==> config.mk <==
export PLATFORM = sky130hd
export DESIGN_NAME = fetch_queue
export DESIGN_NICKNAME = d
export VERILOG_FILES = /design/src/rtl/fetch_queue.sv
export SDC_FILE = /design/constraint.sdc
export NUM_CORES = 1
export LEC_CHECK = 0
export BUFFER_PORTS_ARGS = -buffer_cell sky130_fd_sc_hd__buf_2
export CAP_MARGIN = 20
export CORE_MARGIN = 2
export CORE_UTILIZATION = 53
export CTS_CLUSTER_SIZE = 40
export DETAILED_ROUTE_END_ITERATION = 12
export GPL_ROUTABILITY_DRIVEN = 0
export GPL_TIMING_DRIVEN = 0
export PLACE_DENSITY_LB_ADDON = 0.15
export SETUP_SLACK_MARGIN = 0.5
export SYNTH_ARGS = -nofsm -noshare
export SYNTH_HDL_FRONTEND = slang
export SYNTH_SLANG_ARGS = --single-unit
export TNS_END_PERCENT = 5
==> constraint.sdc <==
create_clock -name clk -period 4 [get_ports clk]
set_clock_uncertainty 0.05 [all_clocks]
set_input_delay 0.4 -clock clk [delete_from_list [all_inputs] [get_ports clk]]
set_output_delay 0.4 -clock clk [all_outputs]
set_load 0.02 [all_outputs]
==> src/rtl/fetch_queue.sv <==
// fetch_queue: decoupled instruction-fetch front end.
// Owns the fetch PC, issues pipelined ibus requests and buffers returned
// instructions with their PCs in an in-order queue popped by decode.
//
// state | meaning
// IDLE  | no request presented on the ibus
// HOLD  | request at req_addr presented, waiting for iresp_addr_ok
//
// Credit: a new request is issued only when every queue slot can absorb all
// accepted requests plus the new one. Issue also requires that fewer than
// MAX_INFLIGHT requests were outstanding at the start of the cycle. A held
// request accepted in the same cycle counts as outstanding, so up to
// MAX_INFLIGHT+1 requests can be accepted at once. The PC FIFO is sized for
// that maximum.
module fetch_queue #(
   parameter int unsigned DEPTH        = 4,
   parameter int unsigned MAX_INFLIGHT = 2,
   parameter logic [31:0] RESET_PC     = 32'hbfc0_0000
) (
   input  logic                         clk,
   input  logic                         resetn,
   output logic                         ireq_valid,
   output logic [31:0]                  ireq_addr,
   input  logic                         iresp_addr_ok,
   input  logic                         iresp_data_ok,
   input  logic [31:0]                  iresp_data,
   input  logic                         redir_valid,
   input  logic [31:0]                  redir_pc,
   output logic                         out_valid,
   input  logic                         out_ready,
   output logic [31:0]                  out_instr,
   output logic [31:0]                  out_pc,
   output logic [$clog2(DEPTH+1)-1:0]   count
);

   localparam int AW = $clog2(DEPTH);
   localparam int CW = $clog2(DEPTH + 1);
   localparam int PD = MAX_INFLIGHT + 1;
   localparam int PW = $clog2(PD);
   localparam int OW = $clog2(MAX_INFLIGHT + 2);

   typedef enum logic {IDLE, HOLD} state_t;

   state_t         state, state_n;
   logic [31:0]    fpc, fpc_n;
   logic [31:0]    req_addr, req_addr_n;
   logic [OW-1:0]  outst, outst_n;
   logic [OW-1:0]  drop_cnt, drop_n;
   logic [CW-1:0]  count_n;

   logic [63:0]    q_mem [DEPTH];
   logic [AW-1:0]  q_rd, q_wr;
   logic [31:0]    pc_mem [PD];
   logic [PW-1:0]  pc_rd, pc_wr;

   logic           accept, resp, drop, push, pop, full, credit_ok;

   assign accept    = (state == HOLD) && iresp_addr_ok;
   assign resp      = iresp_data_ok && (outst != '0);
   assign drop      = resp && (drop_cnt != '0);
   assign push      = resp && (drop_cnt == '0) && !redir_valid;
   assign pop       = out_valid && out_ready;
   assign full      = (count == CW'(DEPTH));
   assign outst_n   = outst + OW'(accept) - OW'(resp);
   assign count_n   = redir_valid ? '0 : count + CW'(push) - CW'(pop);
   assign credit_ok = (int'(count_n) + int'(outst_n) < int'(DEPTH)) &&
                      (outst < OW'(MAX_INFLIGHT));

   assign ireq_valid = (state == HOLD);
   assign ireq_addr  = req_addr;
   assign out_valid  = (count != '0);
   assign out_pc     = q_mem[q_rd][63:32];
   assign out_instr  = q_mem[q_rd][31:0];

   // Request FSM next state, fetch PC advance and stale-response accounting.
   always_comb begin
      state_n    = state;
      fpc_n      = fpc;
      req_addr_n = req_addr;
      drop_n     = drop_cnt - OW'(drop);
      if (redir_valid) begin
         // A held request cannot be withdrawn; its response becomes stale too.
         fpc_n = redir_pc;
         if ((state == HOLD) && !iresp_addr_ok) begin
            state_n = HOLD;
            drop_n  = outst_n + OW'(1);
         end else begin
            state_n = IDLE;
            drop_n  = outst_n;
         end
      end else if (((state == IDLE) || accept) && credit_ok) begin
         state_n    = HOLD;
         req_addr_n = fpc;
         fpc_n      = fpc + 32'd4;
      end else if (accept) begin
         state_n = IDLE;
      end
   end

   // Request FSM and fetch bookkeeping registers.
   always_ff @(posedge clk or negedge resetn) begin
      if (!resetn) begin
         state    <= IDLE;
         fpc      <= RESET_PC;
         req_addr <= RESET_PC;
         outst    <= '0;
         drop_cnt <= '0;
      end else begin
         state    <= state_n;
         fpc      <= fpc_n;
         req_addr <= req_addr_n;
         outst    <= outst_n;
         drop_cnt <= drop_n;
      end
   end

   // Instruction queue pointers and occupancy; redirect empties it.
   always_ff @(posedge clk or negedge resetn) begin
      if (!resetn) begin
         q_rd  <= '0;
         q_wr  <= '0;
         count <= '0;
      end else if (redir_valid) begin
         q_rd  <= '0;
         q_wr  <= '0;
         count <= '0;
      end else begin
         if (push) q_wr <= q_wr + AW'(1);
         if (pop)  q_rd <= q_rd + AW'(1);
         count <= count_n;
      end
   end

   // Instruction queue storage.
   always_ff @(posedge clk) begin
      if (push) q_mem[q_wr] <= {pc_mem[pc_rd], iresp_data};
   end

   // PC FIFO pointers: one entry per accepted request, retired on its response.
   always_ff @(posedge clk or negedge resetn) begin
      if (!resetn) begin
         pc_rd <= '0;
         pc_wr <= '0;
      end else begin
         if (accept) pc_wr <= (pc_wr == PW'(PD - 1)) ? '0 : pc_wr + PW'(1);
         if (resp)   pc_rd <= (pc_rd == PW'(PD - 1)) ? '0 : pc_rd + PW'(1);
      end
   end

   // PC FIFO storage.
   always_ff @(posedge clk) begin
      if (accept) pc_mem[pc_wr] <= req_addr;
   end

   // The credit rule must keep pushes away from a full queue.
   always_ff @(posedge clk) begin
      if (resetn) assert (!(push && full && !pop));
   end

endmodule

**After elaboration in Yosys (flattened, before gate mapping)**

Memory sizes are Yosys's and may differ from the RTL's.
Cells that the tools add are included.

- ROM bits: 0
- Register bits: 80
- RAM bits: 352
- Logic and storage cells: 71
- Output and inout port bits: 101
- Latch bits: 0
- Memories: 2
- Input bits: 70

Memories:

| memory | words | bits a word | read ports | clocked after memory_dff | wr ports | line | source |
|---|---|---|---|---|---|---|---|
| q_mem | 4 | 64 | 1 | 0 | 1 | 51 | `logic [63:0] q_mem [DEPTH];` |
| pc_mem | 3 | 32 | 1 | 0 | 1 | 53 | `logic [31:0] pc_mem [PD];` |

- Add/sub/neg operators: 12
- Order comparisons: 2
- Eq/ne operators: 2
- Reduce and logical (&&, ||, !) cells: 21
- Shift-type cells: 0
- Bitwise gates (word level): 2
- $mul: 0
- Multiplexer cells: 20
- Divide/modulo/power cells: 0

Operators by type and width:

| cell | count |
|---|---|
| 32-bit two-way mux | 2 |
| 32-bit by 3-bit adder with 32-bit output, second input constant | 1 |
| 2-bit two-way mux | 8 |
| 2-bit by 1-bit adder with 2-bit output, second input constant | 5 |
| 2-bit nonzero test | 5 |
| 1-bit logical AND | 9 |
| 1-bit two-way mux | 8 |
| 3-bit two-way mux | 2 |
| 3-bit nonzero test | 2 |
| 3-bit by 2-bit adder with 4-bit output | 1 |
| 2-bit == test, second input constant | 2 |
| 4-bit by 3-bit < comparator with 1-bit output, second input constant | 1 |
| 2-bit by 1-bit subtractor with 2-bit output | 2 |
| 3-bit by 1-bit adder with 3-bit output | 1 |
| 3-bit by 1-bit subtractor with 3-bit output | 1 |
| 2-bit by 1-bit adder with 2-bit output | 1 |
| 1-bit zero test | 2 |
| 2-bit zero test | 1 |
| 2-bit < comparator, second input constant | 1 |
| 1-bit NOT | 2 |
| 2-bit AND reduction | 1 |
| 1-bit logical OR | 1 |

**Longest topological paths before layout**

Gate-level depths: netlist (run 1).

- Depth after elaboration: 13
- Depth in mapped cells: 18
- Gate-level depth less buffers: 17

**Least setup slack after synthesis (run 1)**

OpenSTA, ideal clock, no wires.

- Path kind: register -> register
- Start point: reg count[1]
- End point: reg req_addr[0] (netlist: ireq_addr[0])
- Slack: 143 ps
- Period minus slack after synthesis: 3857 ps
- Path buffers: 1
- Required time: 3825 ps
- Library setup time: 125 ps
- Data arrival time: 3683 ps
- Stages on the path, launching flop included: 15
- Path through: dfrtp_1 or3_1 and2_1 ha_1 inv_1 ha_1 inv_1 fa_1 nor2_1 ha_1 nand4b_1 nand3_1 nor3_2 buf_2 mux2_2

- Word-level cells in the longest chain between the ends: 9
- Elaborated cells on any way between the ends: 10
- Classes of those cells: 3 x add/sub; 1 x order compare; 1 x mux; 5 x reduce/logical

Ends and longest elaborated chain:

| item | line | source |
|---|---|---|
| from (decl) | 33 | `output logic [$clog2(DEPTH+1)-1:0] count` |
| from (signal assigned) | 130 | `count <= count_n;` |
| 3-bit nonzero test | 71 | `assign out_valid = (count != '0);` |
| net out_valid | 29 | `output logic out_valid,` |
| 1-bit logical AND | 62 | `assign pop = out_valid && out_ready;` |
| 3-bit by 1-bit subtractor with 3-bit output | 65 | `assign count_n = redir_valid ? '0 : count + CW'(push) - CW'(pop);` |
| 3-bit two-way mux | 65 |  |
| 3-bit by 2-bit adder with 4-bit output | 66 | `assign credit_ok = (int'(count_n) + int'(outst_n) < int'(DEPTH)) &&` |
| 4-bit by 3-bit < comparator with 1-bit output | 66 |  |
| 1-bit logical AND | 66 |  |
| 1-bit logical AND | 91 | `end else if (((state == IDLE) \|\| accept) && credit_ok) begin` |
| 2-bit AND reduction (no line) | n/a |  |
| to (signal assigned) | 111 | `req_addr <= req_addr_n;` |
| to (decl) | 46 | `logic [31:0] req_addr, req_addr_n;` |

The timed path passes the listed nets, and every way through them passes these cells.
A chain may end at the register's enable or synchronous reset.

**Final worst setup path (run 1)**

- Start point: reg count[0]
- End point: reg req_addr[22] (netlist: ireq_addr[22])

- Word-level cells in the longest chain between the ends: 9
- Elaborated cells on any way between the ends: 10
- Classes of those cells: 3 x add/sub; 1 x order compare; 1 x mux; 5 x reduce/logical

Ends and longest elaborated chain:

| item | line |
|---|---|
| branches (longest 2 deep; another with 3-bit by 1-bit adder with 3-bit output) | n/a |
| 3-bit by 1-bit subtractor with 3-bit output * | 65 |
| 3-bit two-way mux * | 65 |
| 3-bit by 2-bit adder with 4-bit output * | 66 |
| 4-bit by 3-bit < comparator with 1-bit output * | 66 |
| 1-bit logical AND * | 66 |
| 1-bit logical AND * | 91 |
| 2-bit AND reduction (no line) * | n/a |

Mark *: on every way between the ends.

==> results of run 1 <==
[area by class of cell]
type	instances	share of cell area [%]
Clock buffer	63	6.155
Buffer	44	1.264
Inverter	10	0.1860
Multi-Input combinational cell	424	20.73
Timing Repair Buffer	201	6.105
Tap cell	402	2.492
Sequential cell	432	62.41
Clock inverter	13	0.6632
[routing by layer]
layer  share of wire [%]  vias up
met5                   0        -
met3                 5.7       41
li1                    -     4051
met2                  47      257
met1                  45     4459
met4                 1.6        0
[state kept, by name, summed over array words and instances (netlist names)]
name,count
ireq_addr,32
q_rd,2
pc_rd,2
pc_mem,96
fpc,32
pc_wr,2
outst,2
count,3
q_mem,256
drop_cnt,2
q_wr,2
ireq_valid,1
[synth_stat cells, types with 4 or more instances]
library cell,count
clkbuf_1,21
nor2_1,19
buf_4,4
and2_1,6
mux2i_1,38
nand3_1,9
xnor2_1,26
nor2b_1,4
inv_1,10
dfrtp_1,62
ha_1,11
nand2_1,81
and4_1,5
buf_1,7
nor3b_1,4
o21ai_1,21
buf_2,10
nand4_1,7
nor3_1,7
edfxtp_1,352
o21ai_0,36
nor4_1,13
mux4_2,64
dfstp_2,18
mux2_1,4
mux2_2,30
[worst max-delay path, stage by stage, from the launching register on]
cell and delay, ns:
dfrtp_2 0.42, or3_4 0.39, and2_4 0.17, ha_4 0.23
inv_2 0.06, ha_4 0.12, inv_2 0.03, fa_1 0.50
nor2_2 0.05, ha_1 0.29, nand4b_1 0.11, buf_4 0.15
nand3_2 0.11, nor3_4 0.16, buf_6 0.15, buf_6 0.16
mux2_2 0.36
[report_power, final]
group,switching [uW],internal [uW],leakage [uW],total (uW)
Clock,1590,2290,0.000674,3880
Sequential,411,5730,0.00413,6140
Combinational,2160,1560,0.00237,3720
Total,4160,9580,0.00717,13700
[path summary, 6_finish.rpt]
check	startpoint	end	slack, ns	depth (start not counted)
setup / recovery	count[0]$_DFF_PN0_	ireq_addr[22]$_DFFE_PN1P_	0.42	16
hold / removal	redir_pc[6]	fpc[6]$_DFFE_PN0P_	0.03	3
setup reg to reg	count[0]$_DFF_PN0_	ireq_addr[22]$_DFFE_PN1P_	0.42	16
hold reg to reg	fpc[1]$_DFFE_PN0P_	ireq_addr[1]$_DFFE_PN0P_	0.47	1
max in group asynchronous	resetn	fpc[22]$_DFFE_PN1P_	3.05	3
min in group asynchronous	resetn	pc_wr[1]$_DFFE_PN0P_	0.21	2
[cell families (layout without fill, tap and decap cells)]
family | Yosys count | in the layout | share of synthesized area (%)
and+or+nand+nor | 174 | 174 | 5.425
muxes | 136 | 136 | 13.13
xor gates and xnor gates | 30 | 30 | 1.654
DFF | 432 | 432 | 75.01
buffers and inverters | 54 | 331 | 1.461
adders and majority gates | 12 | 12 | 0.9390
AOI/OAI and AO/OA | 72 | 72 | 2.377
[what timing repair did]
item                                    in CTS  in global routing
hold endpoints to repair                    69                  0
gates resized for setup                     29                  4
pin swaps                                    8                  1
setup buffers                               14                  3
gates cloned                                 1                  0
hold buffers                                 1                  0
endpoints found under the setup margin      63                 63
[through the flow]
step | hold slack (ns) | worst slack, ns | std cells | util, %
final | 0.02924 | 0.4164 | 1589 | 64.30
after global routing | 0.01714 | 0.2913 | 1589 | 64.30
after CTS | 0.009161 | 0.4497 | 1586 | 64.16
after detailed placement | 0.2106 | -0.2174 | 1494 | 58.94
after global placement | 0.4383 | -1.325 | 1481 | 58.11
after floorplan | 0.05441 | 0.3735 | 910 | -
==> reports/qor.yml, run 1 <==
run_status:
  outcome: "finished clean"
floorplanning:
  fp.dieH_um: 182.0
  die_w_um: 182.0
  row_count: 65
  initial_core_util_pct: 53.48
  fp.dieArea_mm2: 0.03312
  io_pins: 171
  core-area_mm2: 0.03139
power_and_ir_drop:
  power_density_mw_per_mm2: 680.7
  leakagePower_uw: 0.007172
  vdd_drop_max_uv: 524.4
  power_uw: 13740
timing:
  max_freq_mhz: 279.0
  period_share_pct: 89.59
  rsz0062_at_grt: "true"
  timing.final.setup_violations: 0
  min_period_ns: 3.584
  setup_tns_ns: 0
  relSlewSlack_pct: 33.42
  maxSlewViolCount: 0
  hold_violations: 0
  worst_pin_slew_ns: 0.9944
route:
  wl_per_cell_um: 20.33
  via_per_inst: 5.543
  drc_errors: 0
  first_pass_iters: 5
  drt_iter0_drc: 662
  antenna_left: 0
  wirelength_um: 32310
  routed-via-count: 8808
synth:
  async_reset_ff_share_pct: 18.52
  synth_fp_nets: 992
  synth_area_mm2: 0.01679
  ys_seq_elements: 432
  synth_cell_type_count: 54
  synth_edf_count: 352
  synth_area_leader_cell: "edfxtp_1"
  yosys.area.top_type_share_pct: 62.96
  synthTopCellsByArea: "edfxtp_1 63%, dfrtp_1 9.2%, mux4_2 8.6%"
  syn_area_per_cell_um2: 18.45
  ys.flop_type: "edfxtp_1"
  yosysSeqAreaShare_pct: 75.01
  netlist_instances: 910
  ys.warnings.count: 0
clocking:
  cts_tree: "done"
  root_buffer: "clkbuf_16"
  cts.path.max_buffers: 3
  h-tree-depth: 2
  cts_buffers: 44
  cts.reportedPaths.clkPinSlew_ns: 0.07
  clk_latency_ns: 0.53
  clock-sinks: 432
global_route:
  grt_usage_pct: 19.97
  antenna_found_initial: 0
  grt_overflow: 0
  grt_max_degree: 70
  grt_most_used_layer: "met2"
  met1_usage_pct: 29.23
  grt_pass1_vias: 8962
  use_met3_pct: 3.369
  grtUsageMet2_pct: 31.86
  grt_pass1_wl_um: 50910
cells_and_area:
  layout_common_cells: "352 x edfxtp_1, 175 x buf_2, 80 x nand2_1, 64 x mux4_2, 60 x dfrtp_1"
  regArea_mm2: 0.01260
  area_growth_syn_to_layout_pct: 20.22
  multiInputGateArea_mm2: 0.004184
  design_area_mm2: 0.02019
  fin_nets: 1239
  n_antenna_cell: 0
  layout-drive-gt1-share_pct: 36.82
  final_common_cell: "edfxtp_1"
  fillers: 2240
critical_path:
  worstPathArrival_ns: 3.98
  crit_required_ns: 4.40
  worstPathMaxFanout: 10
  critPathKind: "reg2reg"
  start_kind: "flop"
  worst_setup_path_end_kind: "flop"
hold_path:
  min_path_type: "in2reg"
place:
  place_area_mm2: 0.01850
  port-buffer-count: 169
  hpwl_um: 20800
job:
  max-cap-violations: 0
Power figures use the tool's default switching activity.
==> run 2: changes to the inputs <==
- CORE_UTILIZATION: 53 -> 55
- clock period: 4 -> 3.92 ns (I/O delays scaled with it)
==> run 2 against run 1 <==
  * Highest routed layer unchanged
  * Final cell count fell by 0.31%
  * Register-to-register slack got worse by 0.09 ns
  * Critical path type unchanged
  * Core utilization rose by 3.6 points
  * Clock-buffer cell count fell by 5
  * Routed wire length rose by 0.64%
  * Combinational power rose by 3%
  * Sequential share of layout area fell by 0.34 points
  * Largest power group unchanged
  * Sequential power rose by 2%
  * Via count rose by 0.70%
  * First-iteration DRC count fell by 0.76%
  * Hold slack got worse by 0.0056 ns
  * Clock power rose by 2%
==> reports/qor.yml, run 2 (synthesis gave the netlist of run 1 again) <==
run_status:
  outcome: "finished clean"
global_route:
  use_met3_pct: 3.690  # +0.32 points
  grt_usage_pct: 20.84  # +0.87 points
  grt_overflow: 0  # unchanged
  grt_pass1_vias: 9050  # +0.98%
  grt_pass1_wl_um: 50200  # -1.4%
  met1_usage_pct: 29.52  # +0.29 points
  antenna_found_initial: 0  # unchanged
  grt_most_used_layer: "met2"
  grtUsageMet2_pct: 33.99  # +2.1 points
  grt_max_degree: 58  # -17%
power_and_ir_drop:
  power_density_mw_per_mm2: 691.3  # +1.5%
  internal_power_uw: 9738  # +1.7%
  combPwrFrac_pct: 27.3  # +0.2 points
  p_clk_share_pct: 28.1  # about the same
  p_sw_share_pct: 30.60  # +0.30 points
  p_seq_share_pct: 44.6  # about the same
  vdd_drop_max_uv: 529.7  # +1.0%
  leakagePower_uw: 0.007223  # +0.72%
  power_uw: 14030  # +2.1%
  power.switching_uw: 4293  # +3.1%
cells_and_area:
  n_antenna_cell: 0  # unchanged
  largest_register_ffs: 256  # unchanged
  area_growth_syn_to_layout_pct: 20.89
  layout_common_cells: "352 x edfxtp_1, 175 x buf_2, 80 x nand2_1, 64 x mux4_2, 60 x dfrtp_1"
  final_common_cell: "edfxtp_1"
  fin_nets: 1242  # +0.24%
  reg_top3: "q_mem x256, pc_mem x96"
  largest_register: "q_mem"
  layout-drive-gt1-share_pct: 37.10  # +0.29 points
timing:
  min_period_ns: 3.595  # +0.01135 ns
  maxSlewViolCount: 0  # unchanged
  hold_ws_ns: 0.02368  # -0.005557 ns
  period_share_pct: 91.71  # +2.1 points
  setup_tns_ns: 0  # unchanged
  worst_pin_slew_ns: 0.8659  # -0.1285 ns
  max_freq_mhz: 278.2  # -0.32%
  rsz0062_at_grt: "true"
  relSlewSlack_pct: 42.27  # +8.9 points
  setup_ws_ns: 0.3250  # -0.09135 ns
  hold_violations: 0  # unchanged
  timing.final.setup_violations: 0  # unchanged
floorplanning:
  fp.dieH_um: 178.7  # -1.8%
  io_pins: 171  # unchanged
  row_count: 63  # -3.1%
  die_w_um: 178.7  # -1.8%
  fp.dieArea_mm2: 0.03194  # -3.6%
  core-area_mm2: 0.02987  # -4.8%
  initial_core_util_pct: 56.20  # +2.7 points
route:
  wl_per_cell_um: 20.53  # +0.96%
  wirelength_um: 32510  # +0.64%
  routed-via-count: 8870  # +0.70%
  first_pass_iters: 5  # unchanged
  drc_errors: 0  # unchanged
  drt_iter0_drc: 657  # -0.76%
  antenna_left: 0  # unchanged
  via_per_inst: 5.600  # +1.0%
hold_path:
  whs_path_depth: 3  # unchanged
  min_path_type: "in2reg"
  whs_endpoint: "fpc[11]$_DFFE_PN0P_"
  min_from: "redir_pc[11]"
critical_path:
  start_kind: "flop"
  critPathKind: "reg2reg"
  regToRegSetupSlack_ns: 0.33  # -0.09 ns
  r2r_cells: 16  # unchanged
  worstPathArrival_ns: 3.94  # -0.04 ns
  reg2reg_from: "count[1]$_DFF_PN0_"
  worst_setup_path_end_kind: "flop"
  rr_endpoint: "fpc[19]$_DFFE_PN0P_"
  worstPathMaxFanout: 9  # -1
  crit_required_ns: 4.27  # -0.13 ns
job:
  max-cap-violations: 0  # unchanged
clocking:
  clock-sinks: 432  # unchanged
  clk_latency_ns: 0.53  # about the same
  cts_tree: "done"
  root_buffer: "clkbuf_16"
  cts.path.max_buffers: 3  # unchanged
  h-tree-depth: 2  # unchanged
  cts.reportedPaths.clkPinSlew_ns: 0.07  # about the same
  cts_buffers: 43  # -2.3%
place:
  hpwl_um: 21040  # +1.2%
  port-buffer-count: 169  # unchanged
  place_ws_ns: -0.3808  # -0.1634 ns
run 2: worst max-delay path by stage:
stage | endpoint | depth (start not counted) | from | slack, ns
6_report | fpc[19]$_DFFE_PN0P_ | 16 | count[1]$_DFF_PN0_ | 0.33
5_1_grt | fpc[13]$_DFFE_PN0P_ | 16 | count[1]$_DFF_PN0_ | 0.17
4_1_cts | fpc[24]$_DFFE_PN1P_ | 17 | count[0]$_DFF_PN0_ | 0.37
3_5_place_dp | fpc[18]$_DFFE_PN0P_ | 18 | redir_valid | -0.38
3_3_place_gp | pc_mem[1][15]$_DFFE_PP_ | 3 | iresp_addr_ok | -1.37
2_1_floorplan | ireq_addr[12]$_DFFE_PN0P_ | 14 | count[0]$_DFF_PN0_ | 0.29
run 2: stage by stage:
| step | cell area [um^2] | utilization, % | cells |
|---|---|---|---|
| after floorplan | 16890 | - | 910 |
| after global placement | 18230 | 61.00 | 1469 |
| after detailed placement | 18500 | 61.92 | 1483 |
| after CTS | 20220 | 67.68 | 1579 |
| after global routing | 20300 | 67.94 | 1584 |
| final | 20300 | 67.94 | 1584 |
run 2: area by class of cell:
type,instances,area (um^2)
clock inverters,21,165.2
fillers,2010,9578
inverters,10,40.04
multi-input cells,424,4257
repair buffers,205,1301
plain buffers,44,252.7
flip-flops and latches,432,12600
well taps,390,488.0
clock buffers,58,1196
run 2: critical path: stages, from the launching register on:
cell      delay (ns)
dfrtp_2         0.43
or3_4           0.39
and2_4          0.17
ha_4            0.27
inv_4           0.03
ha_4            0.15
inv_2           0.05
fa_1            0.41
nor2_2          0.12
ha_1            0.24
nand4b_1        0.11
buf_4           0.14
buf_4           0.11
nand4_4         0.21
nor4_2          0.33
xnor2_1         0.17
o21ai_1         0.08
run 2: routing by layer:
layer	share of wire (%)	vias up
met3	6.9	46
li1	-	4051
met4	1.9	0
met2	49	305
met1	43	4468
met5	0	-
run 2: what timing repair did:
action	CTS	global route
resized for setup	39	6
endpoints found under the hold margin	20	0
pin swaps	20	11
hold buffers	3	0
setup endpoints to repair	63	63
buffers inserted	13	5
cloned	1	0
run 2: power groups by stage:
| stage | sequential (uW) | clock (uW) | combinational [uW] |
|---|---|---|---|
| floorplan | 6420 | 0 | 2300 |
| global placement | 6340 | 0 | 3490 |
| detailed placement | 6350 | 0 | 3610 |
| CTS | 6260 | 4020 | 3830 |
| global route | 6330 | 4190 | 4150 |
| finish | 6260 | 3940 | 3830 |
==> run 3: changes to the inputs <==
- CORE_MARGIN: 2 -> 5
- CTS_BUF_LIST: unset -> sky130_fd_sc_hd__clkbuf_4
==> run 3 against run 2 <==
  * Via count grew 6.7%
  * Hold slack gained 0.066 ns
  * First-iteration DRC count shrank 6.4%
  * Routed wire length grew 6.1%
  * Critical endpoint is now fpc[31]$_DFFE_PN1P_
  * Largest cell class unchanged
==> reports/qor.yml, run 3 (synthesis gave the netlist of run 1 again) <==
cells_and_area:
  stdcell_count: 1779  # +12%
  largest_register_ffs: 256  # unchanged
  final_common_cell: "edfxtp_1"
  fin_nets: 1372  # +10%
  largest_register: "q_mem"
  layout_common_cells: "352 x edfxtp_1, 175 x buf_2, 159 x clkbuf_4, 80 x nand2_1, 66 x dlygate4sd3_1"
  area_growth_syn_to_layout_pct: 25.43
  reg_top3: "q_mem x256, pc_mem x96"
  layout-drive-gt1-share_pct: 40.38  # +3.3 points
floorplanning:
  fp.dieArea_mm2: 0.03412  # +6.8%
  die_w_um: 184.7  # +3.4%
  initial_core_util_pct: 55.32  # -0.88 points
  io_pins: 171  # unchanged
  core-area_mm2: 0.03035  # +1.6%
  row_count: 64  # +1.6%
  fp.dieH_um: 184.7  # +3.4%
critical_path:
  worstPathArrival_ns: 4.26  # +0.32 ns
  critPathKind: "reg2reg"
  worst_setup_path_end_kind: "flop"
  start_kind: "flop"
  worstPathMaxFanout: 5  # -4
  crit_required_ns: 4.52  # +0.25 ns
place:
  port-buffer-count: 169  # unchanged
  hpwl_um: 21710  # +3.2%
  placed_cells: 1489  # +0.40%
timing:
  min_period_ns: 3.661  # +0.06606 ns
  maxSlewViolCount: 0  # unchanged
  rsz0062_at_grt: "true"
  timing.final.setup_violations: 0  # unchanged
  max_freq_mhz: 273.1  # -1.8%
  worst_pin_slew_ns: 0.8885  # +0.02260 ns
  period_share_pct: 93.39  # +1.7 points
  setup_tns_ns: 0  # unchanged
  hold_violations: 0  # unchanged
  relSlewSlack_pct: 40.77  # -1.5 points
route:
  drc_errors: 0  # unchanged
  drt_iter0_drc: 615  # -6.4%
  wl_per_cell_um: 19.40  # -5.5%
  wirelength_um: 34510  # +6.1%
  via_per_inst: 5.320  # -5.0%
  routed-via-count: 9464  # +6.7%
  first_pass_iters: 4  # -1
  antenna_left: 0  # unchanged
clocking:
  root_buffer: "clkbuf_4"
  cts_tree: "done"
  h-tree-depth: 3  # +1
  clk_latency_ns: 0.73  # +0.20 ns
  cts.reportedPaths.clkPinSlew_ns: 0.07  # about the same
  cts_buffers: 105  # +140%
  cts.path.max_buffers: 3  # unchanged
  clock-sinks: 432  # unchanged
global_route:
  antenna_found_initial: 1  # +1
  grt_pass1_vias: 10030  # +11%
  grt_max_degree: 57  # -1.7%
  grt_overflow: 0  # unchanged
  grt_usage_pct: 20.48  # -0.36 points
  grt_pass1_wl_um: 53890  # +7.3%
job:
  max-cap-violations: 0  # unchanged
hold_path:
  min_path_type: "in2async"
power_and_ir_drop:
  power_uw: 14000  # -0.19%
  leakagePower_uw: 0.007669  # +6.2%
  vdd_drop_max_uv: 402.9  # -24%
  power_density_mw_per_mm2: 665.0  # -3.8%
run_status:
  outcome: "finished clean"
[run 3: cell count changes in the layout (fill, tap and decap cells not counted), sizes merged]
| cell | before | now |
|---|---|---|
| clkbuf | 80 | 181 |
| clkinv | 16 | 35 |
| clkinvlp | 0 | 1 |
| buf | 224 | 228 |
| dlygate4sd3 | 3 | 66 |
| diode | 0 | 1 |
| nand4 | 9 | 10 |
| bufinv | 2 | 1 |
[run 3: layout make-up]
| type | instances | area (um^2) |
|---|---|---|
| sequential | 432 | 12600 |
| fill | 1986 | 9290 |
| multi-input combinational | 425 | 4280 |
| timing repair buffer | 272 | 1993 |
| clock buffer | 159 | 1194 |
| tap | 396 | 495.5 |
| buffer | 44 | 254.0 |
| clock inverter | 40 | 203.9 |
| inverter | 10 | 37.54 |
| antenna | 1 | 2.502 |
[run 3: report_power, final]
group	internal [uW]	total [uW]	switching, uW	leakage (uW)
Sequential	5850	6270	420	0.00413
Combinational	1750	4060	2300	0.00271
Clock	1940	3680	1740	0.000826
[run 3: final timing paths]
check,from,to,slack (ns),depth (start not counted)
min in group clk,iresp_addr_ok,drop_cnt[0]$_DFF_PN0_,0.09,4
hold reg to reg,fpc[0]$_DFFE_PN0P_,ireq_addr[0]$_DFFE_PN0P_,0.46,1
hold / removal,resetn,fpc[30]$_DFFE_PN0P_,0.09,2
setup / recovery,count[0]$_DFF_PN0_,fpc[31]$_DFFE_PN1P_,0.26,18
max in group asynchronous,resetn,fpc[24]$_DFFE_PN1P_,3.04,3
setup reg to reg,count[0]$_DFF_PN0_,fpc[31]$_DFFE_PN1P_,0.26,18
[run 3: per-layer routing]
| metal | vias up | GRT usage [%] | routed length (um) |
|---|---|---|---|
| met4 | 0 | 7.839 | 762 |
| met3 | 59 | 4.539 | 2313 |
| met2 | 320 | 33.18 | 16920 |
| met1 | 4666 | 27.64 | 14510 |
| li1 | 4419 | - | - |
| met5 | - | 0 | 0 |
[run 3: worst max-delay path: stages, from the launching register on]
cell      delay, ns
dfrtp_2        0.44
or3_4          0.39
and2_4         0.16
ha_4           0.21
inv_2          0.06
ha_4           0.12
inv_2          0.03
fa_1           0.51
nor2_2         0.05
ha_1           0.32
nand4b_1       0.11
buf_4          0.13
buf_4          0.09
buf_4          0.09
o21ai_2        0.06
nor4_4         0.28
buf_4          0.19
mux2i_1        0.08
a211o_1        0.23
[run 3: repair_timing]
item,in CTS,in global routing
resized for setup,46,5
cloned,3,0
hold endpoints to repair,225,0
endpoints found under the setup margin,63,63
pin swaps,12,11
hold buffers,66,0
setup buffers,16,5
[run 3: metrics by stage]
stage               worst slack, ns  utilization, %  area [um^2]  hold WS, ns
floorplan                    0.2935               -        16890      0.04641
finish                       0.2590           69.39        21060      0.09016
global placement             -1.426           60.08        18230       0.4363
CTS                          0.3209           69.16        20990      0.02508
detailed placement          -0.3790           61.03        18520       0.3123
global route                 0.1578           69.39        21060      0.07155
